===== src/rtl/serial_sub_pkg.sv =====
// Shared types and helpers for the bit-serial subtractor.
// State codes are plain 2-bit constants so older tools can read them.
package serial_sub_pkg;

    typedef logic [1:0] state_t;

    localparam state_t IDLE = 2'd0;
    localparam state_t RUN  = 2'd1;
    localparam state_t DONE = 2'd2;

    // Bit count needed to index 0..s-1, never less than one bit.
    function automatic int CW(input int s);
        int c;
        c = $clog2(s);
        return (c < 1) ? 1 : c;
    endfunction

endpackage


===== src/rtl/serial_sub_full_sub.sv =====
// Single-bit full subtractor: diff = a - b - bin, with borrow out.
// Purely combinational; the top reuses one instance every cycle.
module full_sub (
    input  logic a,
    input  logic b,
    input  logic bin,
    output logic diff,
    output logic bout
);

    assign diff = a ^ b ^ bin;
    assign bout = (~a & b) | (~(a ^ b) & bin);

endmodule


===== src/rtl/serial_sub.sv =====
// Bit-serial two's-complement subtractor, LSB first, one bit per clock.
// Results and flags are registered and held until the next completion.
module serial_sub
    import serial_sub_pkg::*;
#(
    parameter int size = 32
) (
    input  logic            clk,
    input  logic            rst,
    input  logic            start,
    input  logic            abort,
    input  logic [size-1:0] i0,
    input  logic [size-1:0] i1,
    output logic            busy,
    output logic            done,
    output logic [size-1:0] d,
    output logic            bo,
    output logic            ov,
    output logic            z
);

    localparam int CWD = CW(size);

    state_t          state_q, state_d;
    logic [size-1:0] a_q, a_d;
    logic [size-1:0] b_q, b_d;
    logic [size-1:0] r_q, r_d;
    logic [CWD-1:0]  cnt_q, cnt_d;
    logic            bw_q, bw_d;
    logic            s0_q, s0_d;
    logic            s1_q, s1_d;
    logic            busy_q, busy_d;
    logic            done_q, done_d;
    logic [size-1:0] d_q, d_d;
    logic            bo_q, bo_d;
    logic            ov_q, ov_d;
    logic            z_q, z_d;

    logic            diff;
    logic            bout;
    logic            last;
    logic [size-1:0] dbit;
    logic [size-1:0] res_nxt;

    full_sub u_fs (
        .a    (a_q[0]),
        .b    (b_q[0]),
        .bin  (bw_q),
        .diff (diff),
        .bout (bout)
    );

    assign last = (cnt_q == CWD'(size - 1));

    // Result register with this cycle's difference bit entering at the MSB.
    always_comb begin
        dbit = '0;
        dbit[size-1] = diff;
        res_nxt = (r_q >> 1) | dbit;
    end

    // Next-state: start capture, serial step, completion and abort.
    always_comb begin
        state_d = state_q;
        a_d     = a_q;
        b_d     = b_q;
        r_d     = r_q;
        cnt_d   = cnt_q;
        bw_d    = bw_q;
        s0_d    = s0_q;
        s1_d    = s1_q;
        busy_d  = busy_q;
        done_d  = 1'b0;
        d_d     = d_q;
        bo_d    = bo_q;
        ov_d    = ov_q;
        z_d     = z_q;
        unique case (state_q)
            RUN: begin
                if (abort) begin
                    state_d = IDLE;
                    busy_d  = 1'b0;
                end else begin
                    a_d   = a_q >> 1;
                    b_d   = b_q >> 1;
                    r_d   = res_nxt;
                    bw_d  = bout;
                    cnt_d = cnt_q + CWD'(1);
                    if (last) begin
                        state_d = DONE;
                        busy_d  = 1'b0;
                        done_d  = 1'b1;
                        d_d     = res_nxt;
                        bo_d    = bout;
                        ov_d    = (s0_q != s1_q) && (diff != s0_q);
                        z_d     = (res_nxt == '0);
                    end
                end
            end
            default: begin
                if (start) begin
                    state_d = RUN;
                    busy_d  = 1'b1;
                    a_d     = i0;
                    b_d     = i1;
                    r_d     = '0;
                    bw_d    = 1'b0;
                    cnt_d   = '0;
                    s0_d    = i0[size-1];
                    s1_d    = i1[size-1];
                end else begin
                    state_d = IDLE;
                    busy_d  = 1'b0;
                end
            end
        endcase
    end

    // State and datapath registers with asynchronous clear.
    always_ff @(posedge clk or posedge rst) begin
        if (rst) begin
            state_q <= IDLE;
            a_q     <= '0;
            b_q     <= '0;
            r_q     <= '0;
            cnt_q   <= '0;
            bw_q    <= 1'b0;
            s0_q    <= 1'b0;
            s1_q    <= 1'b0;
            busy_q  <= 1'b0;
            done_q  <= 1'b0;
            d_q     <= '0;
            bo_q    <= 1'b0;
            ov_q    <= 1'b0;
            z_q     <= 1'b0;
        end else begin
            state_q <= state_d;
            a_q     <= a_d;
            b_q     <= b_d;
            r_q     <= r_d;
            cnt_q   <= cnt_d;
            bw_q    <= bw_d;
            s0_q    <= s0_d;
            s1_q    <= s1_d;
            busy_q  <= busy_d;
            done_q  <= done_d;
            d_q     <= d_d;
            bo_q    <= bo_d;
            ov_q    <= ov_d;
            z_q     <= z_d;
        end
    end

    assign busy = busy_q;
    assign done = done_q;
    assign d    = d_q;
    assign bo   = bo_q;
    assign ov   = ov_q;
    assign z    = z_q;

endmodule


===== config.mk =====
export PLATFORM = sky130hd
export DESIGN_NAME = serial_sub
export DESIGN_NICKNAME = d
export VERILOG_FILES = /design/src/rtl/serial_sub_pkg.sv /design/src/rtl/serial_sub_full_sub.sv /design/src/rtl/serial_sub.sv
export SDC_FILE = /design/constraint.sdc
export NUM_CORES = 1
export LEC_CHECK = 0
export ABC_AREA = 1
export BUFFER_PORTS_ARGS = -buffer_cell sky130_fd_sc_hd__clkbuf_2
export CORE_MARGIN = 2
export CORE_UTILIZATION = 51
export DETAILED_ROUTE_END_ITERATION = 10
export GPL_TIMING_DRIVEN = 0
export PLACE_DENSITY = 0.75
export SETUP_SLACK_MARGIN = 0.1
export SLEW_MARGIN = 20
export SYNTH_ARGS = -nofsm -noshare
export SYNTH_HDL_FRONTEND = slang
export SYNTH_SLANG_ARGS = --single-unit

===== constraint.sdc =====
create_clock -name clk -period 7.3 [get_ports clk]
set_clock_uncertainty 0.15 [all_clocks]
set_input_delay 1.46 -clock clk [delete_from_list [all_inputs] [get_ports clk]]
set_output_delay 1.46 -clock clk [all_outputs]
set_load 0.02 [all_outputs]

# Word level (Yosys, flattened, before mapping)
# Index checks and enable logic that the tools add are counted.
# totals
reg_bits	143
latch_bits	0
ramBits	0
romBits	0
mem_count	0
# op_classes
n_addsub	1
mul	0
div	0
order_cmp	0
n_eq_ne	6
shifts	0
n_mux	26
bitwise_logic	10
reduce_logical	6
# op_table
operator	count
$mux 32	9
$logic_not 32->1	1
$or 31x32->32	1
$mux 5	3
$mux 1	11
$mux 2	3
$add 5x1->5 const B	1
$eq 5x5->1 const B	1
$not 1->1	4
$reduce_and 2->1	2
$ne 3x3->1 const B	1
$reduce_and 3->1	1
$and 1x1->1	2
$eq 2x1->1 const B	1
$ne 1x1->1	2
$ne 2x2->1 const B	1
$reduce_bool 2->1	1
$xor 1x1->1	2
$logic_and 1x1->1	1
$or 1x1->1	1

# Logic depth before layout (Yosys ltp)
# Gate-level depths: netlist (run 1).
# depth
depth_word	6
ltp_mapped	11
ltp_nobuf	9

# Hierarchy
# A second synthesis (run 1) with hierarchy kept.
# hier_totals
hier_cells	648
area_unflattened_um2	5869.4
# modules_own_cells
module	instances	cells_per_inst	area_each_um2	seq_area_each_um2
serial_sub	1	644	5838.1	3528.4
full_sub	1	4	31.3	0.0

# Worst setup path before layout (run 1)
# No wires, ideal clock.
# synth_path
path_kind	input port to flip-flop
startpoint	input abort
endpoint	register d_q[24], in the netlist d[24]
arrival_ns	2.226
required_ns	7.020
path_slack_ns	4.794
path_stages	8
n_path_buf	2
cell_sequence	inv_1 > nand2_1 > nor2_4 > inv_2 > buf_2 > buf_2 > nand2_1 > o21ai_0
# synth_between
elab_chain_len	2
# synth_lines
item	line_no	rtl
start: declaration	serial_sub.sv:11	input logic abort,
$not 1->1 (no source line)	--	
$reduce_and 3->1 (no source line)	--	
end signal: assignment	serial_sub.sv:132	d_q <= '0;
end signal: assignment	serial_sub.sv:147	d_q <= d_d;
end: declaration	serial_sub.sv:34	logic [size-1:0] d_q, d_d;
# Every way passes these cells.
# A chain may end at the register's enable or synchronous reset.

==> impl_metrics.py, run 1 <==
metrics = {
    "timing": {
        "fin_tns_setup_ns": 0,
        "post-route-period-util": 0.359,
        "setup_viol": 0,
        "final_max_slew_viol_count": 0,
        "relSlewSlack": 0.687,
        "max_freq_ghz": 0.382,
        "hold_viol": 0,
        "worst_slew_pin_slew_ns": 0.469,
        "rsz0062_at_grt": "false",
        "setup_slack_ns": 4.68,
        "min_period_ns": 2.62,
        "whs_ns": 0.328,
    },
    "synth": {
        "ys_seq_area_frac": 0.597,
        "ys_ff_latch": 141,
        "synth_area_mm2": 0.00591,
        "synthDistinctLibCells": 24,
        "syn_area_per_cell_um2": 9.17,
        "yosys_warnings": 0,
        "synthCells": 644,
        "syn-num-nets": 715,
    },
    "critical_path": {
        "cp-startpoint": "state_q[0]",
        "slowest_stage": "dfrtp_1",
        "path_max_fanout": 3,
        "crit_arrival_ns": 1.01,
        "crit_path_end": "busy",
        "cp.buffers_inverters": 1,
        "crit_path_start_kind": "register",
        "critPathTopFamily": "flip-flops",
        "endpoint_kind": "primary output",
        "crit_chain": "clkbuf_2",
        "rr_endpoint": "d[25]",
        "cp.depth": 1,
        "rr_startpoint": "cnt_q[1]",
        "criticalPathCategory": "register to primary output",
        "r2r_setup_slack_ns": 5.17,
        "worst_r2r_path_depth": 10,
        "critPathMaxStageDelay_ns": 0.39,
        "crit_required_ns": 5.69,
    },
    "clock_tree": {
        "clk_pin_slew_worst_paths_ns": 0.06,
        "cts_resized": 0,
        "hold_buffers": 0,
        "post_cts_buffers": 0,
        "cts_buffers": 17,
        "clock_latency_ns": 0.42,
        "clockRootBuffer": "clkbuf_16",
        "cts_sinks": 141,
        "clockBufferDepth": 2,
        "htreeDepth": 4,
        "cts_tree": "yes",
    },
    "drt": {
        "drt-total-wl_mm": 13.0,
        "met3_length_um": 571,
        "vias_per_cell": 5.28,
        "top_layer_used": "met4",
        "via_count": 4870,
        "met1Wirelength_mm": 5.94,
        "drc": 0,
        "firstDrtPassIters": 5,
        "drtAntennaViolNets": 0,
        "drtIter0Drc": 348,
        "avgRoutedWirePerCell_um": 14.1,
        "wl_met2_mm": 6.32,
    },
    "run": {
        "drv_cap": 0,
    },
    "place": {
        "hpwl_mm": 8.87,
        "gp_congestion": 0.817,
        "port_buffers": 104,
        "placed_cells": 892,
        "postPlaceCellArea_mm2": 0.00664,
        "place_ws_ns": 4.40,
    },
    "hold_path": {
        "hold_start": "d[23]",
        "hp-class": "register to register",
    },
    "grt": {
        "grt_usage": 0.219,
        "grt_pass1_wl_mm": 22.1,
        "grt_antenna_before_repair": 0,
        "grt_max_degree": 81,
        "grt_pass1_vias": 4780,
        "gr-total-overflow": 0,
    },
    "cells_and_area": {
        "fillers": 956,
        "mostFrequentLayoutCells": "nand2_1, dfrtp_1, clkbuf_2, inv_1, o21ai_0",
        "final_cells": 923,
        "layout-drive-gt1-share": 0.214,
        "regArea_mm2": 0.00353,
        "final_core_util": 0.643,
        "areaGrowthSynthToFinish_pct": 23.8,
        "nets": 839,
        "design_area_mm2": 0.00731,
        "multi_input_area_mm2": 0.00188,
        "antenna_cells": 0,
    },
    "floorplan": {
        "io_pins": 105,
        "die_area_mm2": 0.0125,
        "fp-row-count": 39,
        "die_w_um": 112,
        "start_util": 0.520,
        "core_mm2": 0.0114,
        "die_h_um": 112,
    },
    "run_status": {
        "outcome": "completed",
    },
    "power_and_ir_drop": {
        "p_total_mw": 2.33,
        "p_leak_nw": 3.58,
        "powerDensity_mw_per_mm2": 319,
        "ir_drop_mv": 0.169,
    },
}
[worst min-delay path by stage]
| stage | endpoint | depth (start not counted) | slack, ns |
|---|---|---|---|
| 4_1_cts | d[23] | 2 | 0.34 |
| 3_5_place_dp | d[23] | 2 | 0.32 |
| 3_3_place_gp | d[16] | 2 | 0.31 |
| 5_1_grt | d[18] | 2 | 0.36 |
| 6_report | d[23] | 2 | 0.33 |
| 2_1_floorplan | cnt_q[4] | 2 | 0.33 |
[layout make-up]
| type | instances | share of cell area |
|---|---|---|
| buffer | 40 | 0.0264 |
| multi-input combinational | 381 | 0.257 |
| timing repair buffer | 105 | 0.0749 |
| clock inverter | 11 | 0.0293 |
| inverter | 82 | 0.0431 |
| sequential | 141 | 0.483 |
| tap | 143 | 0.0245 |
| clock buffer | 20 | 0.0625 |
[layer usage]
layer,vias to the layer above,GRT usage
met5,-,0
met4,0,0.0691
met3,18,0.0577
met2,129,0.351
met1,2349,0.295
li1,2374,-
[Yosys cell counts (all sizes together)]
cell,number,area (µm²)
xnor2,1,8.76
o21bai,1,7.51
o22ai,33,206
nor3,1,5.00
buf,24,133
clkbuf,16,60.1
nand3,8,40.0
fa,1,20.0
ha,2,25.0
a21oi,1,5.00
a31oi,30,188
o211ai,32,240
o21ai,74,370
inv,82,308
nand2,144,548
dfrtp,141,3530
nor2,53,214
[sequential cells by signal (all words and copies together) (netlist names), 2 cells and up]
signal,flops
state_q,2
cnt_q,5
a_q,32
b_q,32
d,32
r_q,31
[kinds of logic (layout without fill, tap and decap cells)]
family / count (synthesis) / after routing / synth area share
xor+xnor: 1 / 1 / 0.00148
fa+ha+maj: 3 / 3 / 0.00762
compound gates: 171 / 171 / 0.172
flops: 141 / 141 / 0.597
buf+inv: 122 / 258 / 0.0847
simple gates: 206 / 206 / 0.137
[power breakdown]
part | switching (mW) | total, mW | internal (mW)
combinational | 0.244 | 0.388 | 0.145
clock | 0.321 | 0.977 | 0.656
sequential | 0.0557 | 0.966 | 0.911
[worst min-delay path, cell delays in order (launching register included)]
cell and delay (ns):
dfrtp_1 0.34, nand2_1 0.05, o21ai_0 0.05
No activity file was read; power rests on OpenSTA's default activity.
==> run 2: changes to the inputs <==
==> constraint.sdc (replaced) <==
create_clock -name clk -period 2.5 [get_ports clk]
set_clock_uncertainty 0.15 [all_clocks]
set_input_delay 0.5 -clock clk [delete_from_list [all_inputs] [get_ports clk]]
set_output_delay 0.5 -clock clk [all_outputs]
set_load 0.02 [all_outputs]
==> run 2 against run 1 <==
  * Flip-flop and latch count unchanged
  * Setup slack got worse by 4.3 ns
  * Final cell count increased by 0.33%
  * Die area unchanged
  * Sequential power increased to 2.9 times the previous value
  * Register-to-register slack got worse by 4.8 ns
  * Critical path type is now register to register
==> impl_metrics.py, run 2 (same netlist as run 1, synthesis figures left out) <==
metrics = {
    "power_and_ir_drop": {
        "powerDensity_mw_per_mm2": 873,
        "ir_drop_mv": 0.494,
        "p_total_mw": 6.33,
        "p_leak_nw": 3.56,
    },
    "timing": {
        "min_period_ns": 2.12,
        "fin_tns_setup_ns": 0,
        "setup_viol": 0,
        "relSlewSlack": 0.691,
        "final_max_slew_viol_count": 0,
        "setup_slack_ns": 0.375,
        "post-route-period-util": 0.850,
        "hold_viol": 0,
        "worst_slew_pin_slew_ns": 0.463,
        "rsz0062_at_grt": "false",
        "max_freq_ghz": 0.471,
    },
    "clock_tree": {
        "cts_tree": "yes",
        "htreeDepth": 4,
        "cts_resized": 0,
        "clock_latency_ns": 0.42,
        "post_cts_buffers": 0,
        "cts_sinks": 141,
        "clk_pin_slew_worst_paths_ns": 0.06,
        "clockRootBuffer": "clkbuf_16",
        "hold_buffers": 1,
        "clockBufferDepth": 2,
        "cts_buffers": 17,
    },
    "hold_path": {
        "hp-class": "input port to register",
    },
    "critical_path": {
        "critPathTopFamily": "buffers and inverters",
        "crit_arrival_ns": 2.25,
        "r2r_setup_slack_ns": 0.38,
        "cp.buffers_inverters": 3,
        "crit_path_start_kind": "register",
        "crit_chain": "ha_1 -> nand2_1 -> nor2_1 -> ha_1 -> nand2_1 -> nor2_4 -> inv_2 -> buf_2 -> clkbuf_1 -> o21ai_0",
        "path_max_fanout": 10,
        "critPathMaxStageDelay_ns": 0.38,
        "criticalPathCategory": "register to register",
        "crit_required_ns": 2.63,
        "slowest_stage": "dfrtp_1",
        "endpoint_kind": "register",
    },
    "grt": {
        "grt_pass1_wl_mm": 22.2,
        "grt_busiest_layer": "met2",
        "grt_pass1_vias": 4906,
        "use_met3": 0.0593,
        "grtUsageMet1": 0.286,
        "grt_antenna_before_repair": 0,
        "grt_max_degree": 38,
        "gr-total-overflow": 0,
        "use_met2": 0.356,
        "grt_usage": 0.221,
    },
    "place": {
        "hpwl_mm": 9.09,
        "place_ws_ns": 0.364,
        "gp_congestion": 0.818,
        "postPlaceCellArea_mm2": 0.00669,
        "port_buffers": 104,
    },
    "cells_and_area": {
        "areaGrowthSynthToFinish_pct": 22.9,
        "mostFrequentLayoutCells": "nand2_1, dfrtp_1, clkbuf_2, inv_1, o21ai_0",
        "multi_input_area_mm2": 0.00188,
        "design_area_mm2": 0.00726,
        "nets": 843,
        "regArea_mm2": 0.00353,
        "layout-drive-gt1-share": 0.213,
        "final_core_util": 0.638,
        "fillers": 935,
        "antenna_cells": 0,
    },
    "floorplan": {
        "core_mm2": 0.0114,
        "fp-row-count": 39,
        "die_w_um": 112,
        "io_pins": 105,
        "die_h_um": 112,
        "start_util": 0.520,
        "die_area_mm2": 0.0125,
    },
    "drt": {
        "drt-total-wl_mm": 12.7,
        "drtIter0Drc": 273,
        "vias_per_cell": 5.27,
        "avgRoutedWirePerCell_um": 13.7,
        "via_count": 4880,
        "firstDrtPassIters": 4,
        "drc": 0,
        "drtAntennaViolNets": 0,
    },
    "run": {
        "drv_cap": 0,
    },
    "run_status": {
        "outcome": "completed",
    },
}
==> run 2: changes by cell type in the layout (fill, tap and decap cells not counted), moves of 2 or more <==
cell,before,now
buf_12,0,4
bufinv_16,6,2
clkbuf_1,17,19
clkinv_2,2,5
==> run 2: through the flow <==
step	hold WS (ns)	instances
floorplan	0.328	644
global placement	0.314	891
detailed placement	0.295	895
CTS	0.152	926
global route	0.167	926
finish	0.165	926
==> run 2: layer usage <==
layer  share of wire  up-vias
met5               0        -
met4           0.022        0
met3           0.055       23
met2            0.47      127
met1            0.45     2351
li1                -     2379
==> run 2: layout make-up <==
cell class,count,share of cell area
Clock inverter,8,0.0128
Inverter,82,0.0429
Multi-Input combinational cell,381,0.259
Tap cell,143,0.0247
Buffer,40,0.0266
Clock buffer,22,0.0640
Sequential cell,141,0.486
Timing Repair Buffer,109,0.0841
==> run 2: worst paths after layout <==
| check | startpoint | to | cells past startpoint |
|---|---|---|---|
| max | cnt_q[0] | d[21] | 10 |
| max reg2reg | cnt_q[0] | d[21] | 10 |
| min | i0[22] | a_q[22] | 3 |
| min reg2reg | d[23] | d[23] | 2 |
| max in group asynchronous | rst | a_q[4] | 5 |
| min in group asynchronous | rst | d[25] | 3 |
==> run 2: worst register-to-register path: cells and delay by family (launching register included) <==
kind | cells | cell delay (ns)
flops | 1 | 0.38
simple gates | 4 | 0.31
compound gates | 1 | 0.14
fa+ha+maj | 2 | 0.40
buf+inv | 3 | 0.60
==> run 2: where the power goes <==
part           switching, mW  leakage (nW)  internal (mW)  total [mW]
clock                  0.879         0.275           1.50        2.38
sequential             0.157          1.81           2.66        2.82
combinational          0.710          1.47          0.432        1.14
total                   1.75          3.56           4.59        6.33
==> run 3: changes to the inputs <==
--- a/config.mk
+++ b/config.mk
@@ -5,13 +5,13 @@
 export SDC_FILE = /design/constraint.sdc
 export NUM_CORES = 1
 export LEC_CHECK = 0
-export ABC_AREA = 1
+export ABC_AREA = 0
 export BUFFER_PORTS_ARGS = -buffer_cell sky130_fd_sc_hd__clkbuf_2
 export CORE_MARGIN = 2
 export CORE_UTILIZATION = 51
 export DETAILED_ROUTE_END_ITERATION = 10
 export GPL_TIMING_DRIVEN = 0
-export PLACE_DENSITY = 0.75
+export PLACE_DENSITY = 0.77
 export SETUP_SLACK_MARGIN = 0.1
 export SLEW_MARGIN = 20
 export SYNTH_ARGS = -nofsm -noshare
==> constraint.sdc (replaced) <==
create_clock -name clk -period 1.8 [get_ports clk]
set_clock_uncertainty 0.15 [all_clocks]
set_input_delay 0.36 -clock clk [delete_from_list [all_inputs] [get_ports clk]]
set_output_delay 0.36 -clock clk [all_outputs]
set_load 0.02 [all_outputs]
==> run 3 against run 2 <==
  * The run now ends with hold timing, setup timing left
  * Final cell count decreased by 19%
  * Highest routed layer unchanged
  * Final area increased by 22%
  * Clock power increased by 45%
  * Combinational power increased to 2.8 times the previous value
  * Non-clock buffer count increased by 19
  * Sequential share of layout area decreased by 8.8 points
==> impl_metrics.py, run 3 <==
metrics = {
    "cells_and_area": {
        "final_common_cell": "dfrtp_1",
        "layout-drive-gt1-share": 0.647,
        "areaGrowthSynthToFinish_pct": 38.3,
        "mostFrequentLayoutCells": "dfrtp_1, mux2_4, clkbuf_2, a22o_1, mux2_2",
        "antenna_cells": 0,
        "nets": 638,
    },
    "timing": {
        "worst_slew_pin_slew_ns": 0.601,
        "relSlewSlack": 0.599,
        "post-route-period-util": 1.05,
        "whs_ns": -0.164,
        "max_freq_ghz": 0.528,
        "min_period_ns": 1.89,
        "setup_slack_ns": -0.0949,
        "hold_viol": 26,
        "final_max_slew_viol_count": 0,
        "rsz0062_at_grt": "true",
        "setup_viol": 95,
    },
    "drt": {
        "vias_per_cell": 5.33,
        "firstDrtPassIters": 4,
        "drc": 0,
        "drt-total-wl_mm": 13.6,
        "avgRoutedWirePerCell_um": 18.2,
        "via_count": 3985,
        "drtIter0Drc": 235,
        "drtAntennaViolNets": 0,
    },
    "place": {
        "port_buffers": 104,
        "hpwl_mm": 8.64,
        "gp_congestion": 0.778,
        "place_ws_ns": -0.308,
    },
    "power_and_ir_drop": {
        "ir_drop_mv": 0.945,
        "p_leak_nw": 4.54,
        "p_total_mw": 10.9,
        "powerDensity_mw_per_mm2": 1230,
    },
    "synth": {
        "synth_top_area_share": 0.551,
        "synth_area_leaders": "dfrtp_1, mux2_4, mux2_2",
        "yosys.area.top_type": "dfrtp_1",
        "synth_top_flop_cell": "dfrtp_1",
        "synthTopCellsByCount": "dfrtp_1, mux2_2, mux2_4, a22o_1",
        "yosys_warnings": 0,
        "synthDistinctLibCells": 31,
        "ys_ff_latch": 141,
        "ys_seq_area_frac": 0.551,
        "syn-num-nets": 476,
        "ys_async_sr_fraction": 1.00,
        "synthCells": 405,
        "synth_area_mm2": 0.00640,
        "synth-edff-count": 0,
        "synth.most_common_cell": "dfrtp_1",
        "syn_area_per_cell_um2": 15.8,
    },
    "clock_tree": {
        "clock_latency_ns": 0.42,
        "htreeDepth": 4,
        "cts_sinks": 141,
        "clk_pin_slew_worst_paths_ns": 0.06,
        "clockBufferDepth": 2,
        "cts_buffers": 17,
        "clockRootBuffer": "clkbuf_16",
        "cts_tree": "yes",
    },
    "grt": {
        "grt_pass1_vias": 4267,
        "grt_antenna_before_repair": 0,
        "gr-total-overflow": 0,
        "grt_pass1_wl_mm": 22.3,
        "grt_usage": 0.216,
        "grt_max_degree": 36,
    },
    "floorplan": {
        "die_area_mm2": 0.0135,
        "fp-row-count": 40,
        "die_h_um": 116,
        "start_util": 0.529,
        "die_w_um": 116,
        "io_pins": 105,
        "core_mm2": 0.0121,
    },
    "critical_path": {
        "endpoint_kind": "register",
        "crit_path_start_kind": "register",
        "critPathMaxStageDelay_ns": 0.41,
        "crit_required_ns": 1.95,
        "criticalPathCategory": "register to register",
        "crit_chain": "nor2b_4 -> buf_8 -> buf_12 -> o21bai_4 -> buf_12 -> clkbuf_16 -> mux2_4",
        "path_max_fanout": 7,
        "crit_arrival_ns": 2.05,
        "cpMostUsedCell": "buf_12",
        "slowest_stage": "dfrtp_2",
    },
    "run_status": {
        "outcome": "finished with violations",
        "violations": "hold timing, setup timing",
    },
    "run": {
        "drv_cap": 0,
    },
    "hold_path": {
        "hp-class": "input port to asynchronous set/reset pin",
    },
}
==> run 3: kinds of logic after synthesis <==
| group | after synthesis | synth area share |
|---|---|---|
| multiplexers | 161 | 0.325 |
| buffers and inverters | 32 | 0.0350 |
| XOR/XNOR | 1 | 0.00137 |
| AO/OA/AOI/OAI | 43 | 0.0553 |
| adder cells (fa/ha/maj) | 3 | 0.00703 |
| AND/OR/NAND/NOR | 24 | 0.0254 |
| flip-flops | 141 | 0.551 |
==> run 3: timing repair <==
action	CTS	global route
setup buffers	20	5
endpoints found under the setup margin	136	135
pin swaps	3	10
cloned	3	8
hold endpoints to repair	26	26
gates resized for setup	67	43
==> run 3: routing by layer <==
| layer | vias up | track usage | routed length [µm] |
|---|---|---|---|
| met2 | 107 | 0.336 | 6780 |
| met4 | 0 | 0.0738 | 212 |
| li1 | 1833 | - | - |
| met5 | - | 0 | 0 |
| met3 | 20 | 0.0664 | 735 |
| met1 | 2025 | 0.289 | 5910 |
==> run 3: path summary, 6_finish.rpt <==
kind / start / to / cells past startpoint / slack (ns)
setup / recovery: state_q[0] / a_q[14] / 7 / -0.09
hold / removal: rst / a_q[18] / 2 / -0.16
setup reg to reg: state_q[0] / a_q[14] / 7 / -0.09
hold reg to reg: cnt_q[3] / cnt_q[3] / 1 / 0.35
max in group asynchronous: rst / state_q[0] / 5 / 0.63
min in group clk: i1[31] / b_q[31] / 2 / 0.04
==> run 3: final cells by class <==
| type | count | area (µm²) |
|---|---|---|
| Sequential cell | 141 | 3530 |
| Fill cell | 791 | 3250 |
| Multi-Input combinational cell | 232 | 2970 |
| Timing Repair Buffer | 143 | 1130 |
| Clock buffer | 18 | 439 |
| Buffer | 25 | 408 |
| Tap cell | 168 | 210 |
| Clock inverter | 14 | 146 |
| Inverter | 7 | 30.0 |
==> run 3: worst max-delay path: cells and delay by family (launching register included) <==
kind / cells / cell delay, ns
and+or+nand+nor: 1 / 0.13
muxes: 1 / 0.30
buffers and inverters: 4 / 0.60
AOI/OAI and AO/OA: 1 / 0.18
DFF: 1 / 0.41
==> run 3: power by group <==
group	internal, mW	switching [mW]
Sequential	3.87	0.410
Clock	1.99	1.47
Combinational	2.14	1.02
==> run 3: metrics by stage <==
stage | utilization | setup TNS (ns) | area, µm² | hold slack, ns | cells
floorplan | - | -74.65 | 6600 | 0.289 | 405
global placement | 0.606 | -192.49 | 7330 | 0.310 | 677
detailed placement | 0.613 | -25.50 | 7420 | 0.298 | 681
CTS | 0.704 | -3.45 | 8520 | -0.146 | 736
global route | 0.731 | -11.27 | 8860 | -0.111 | 748
finish | 0.731 | -6.78 | 8860 | -0.164 | 748
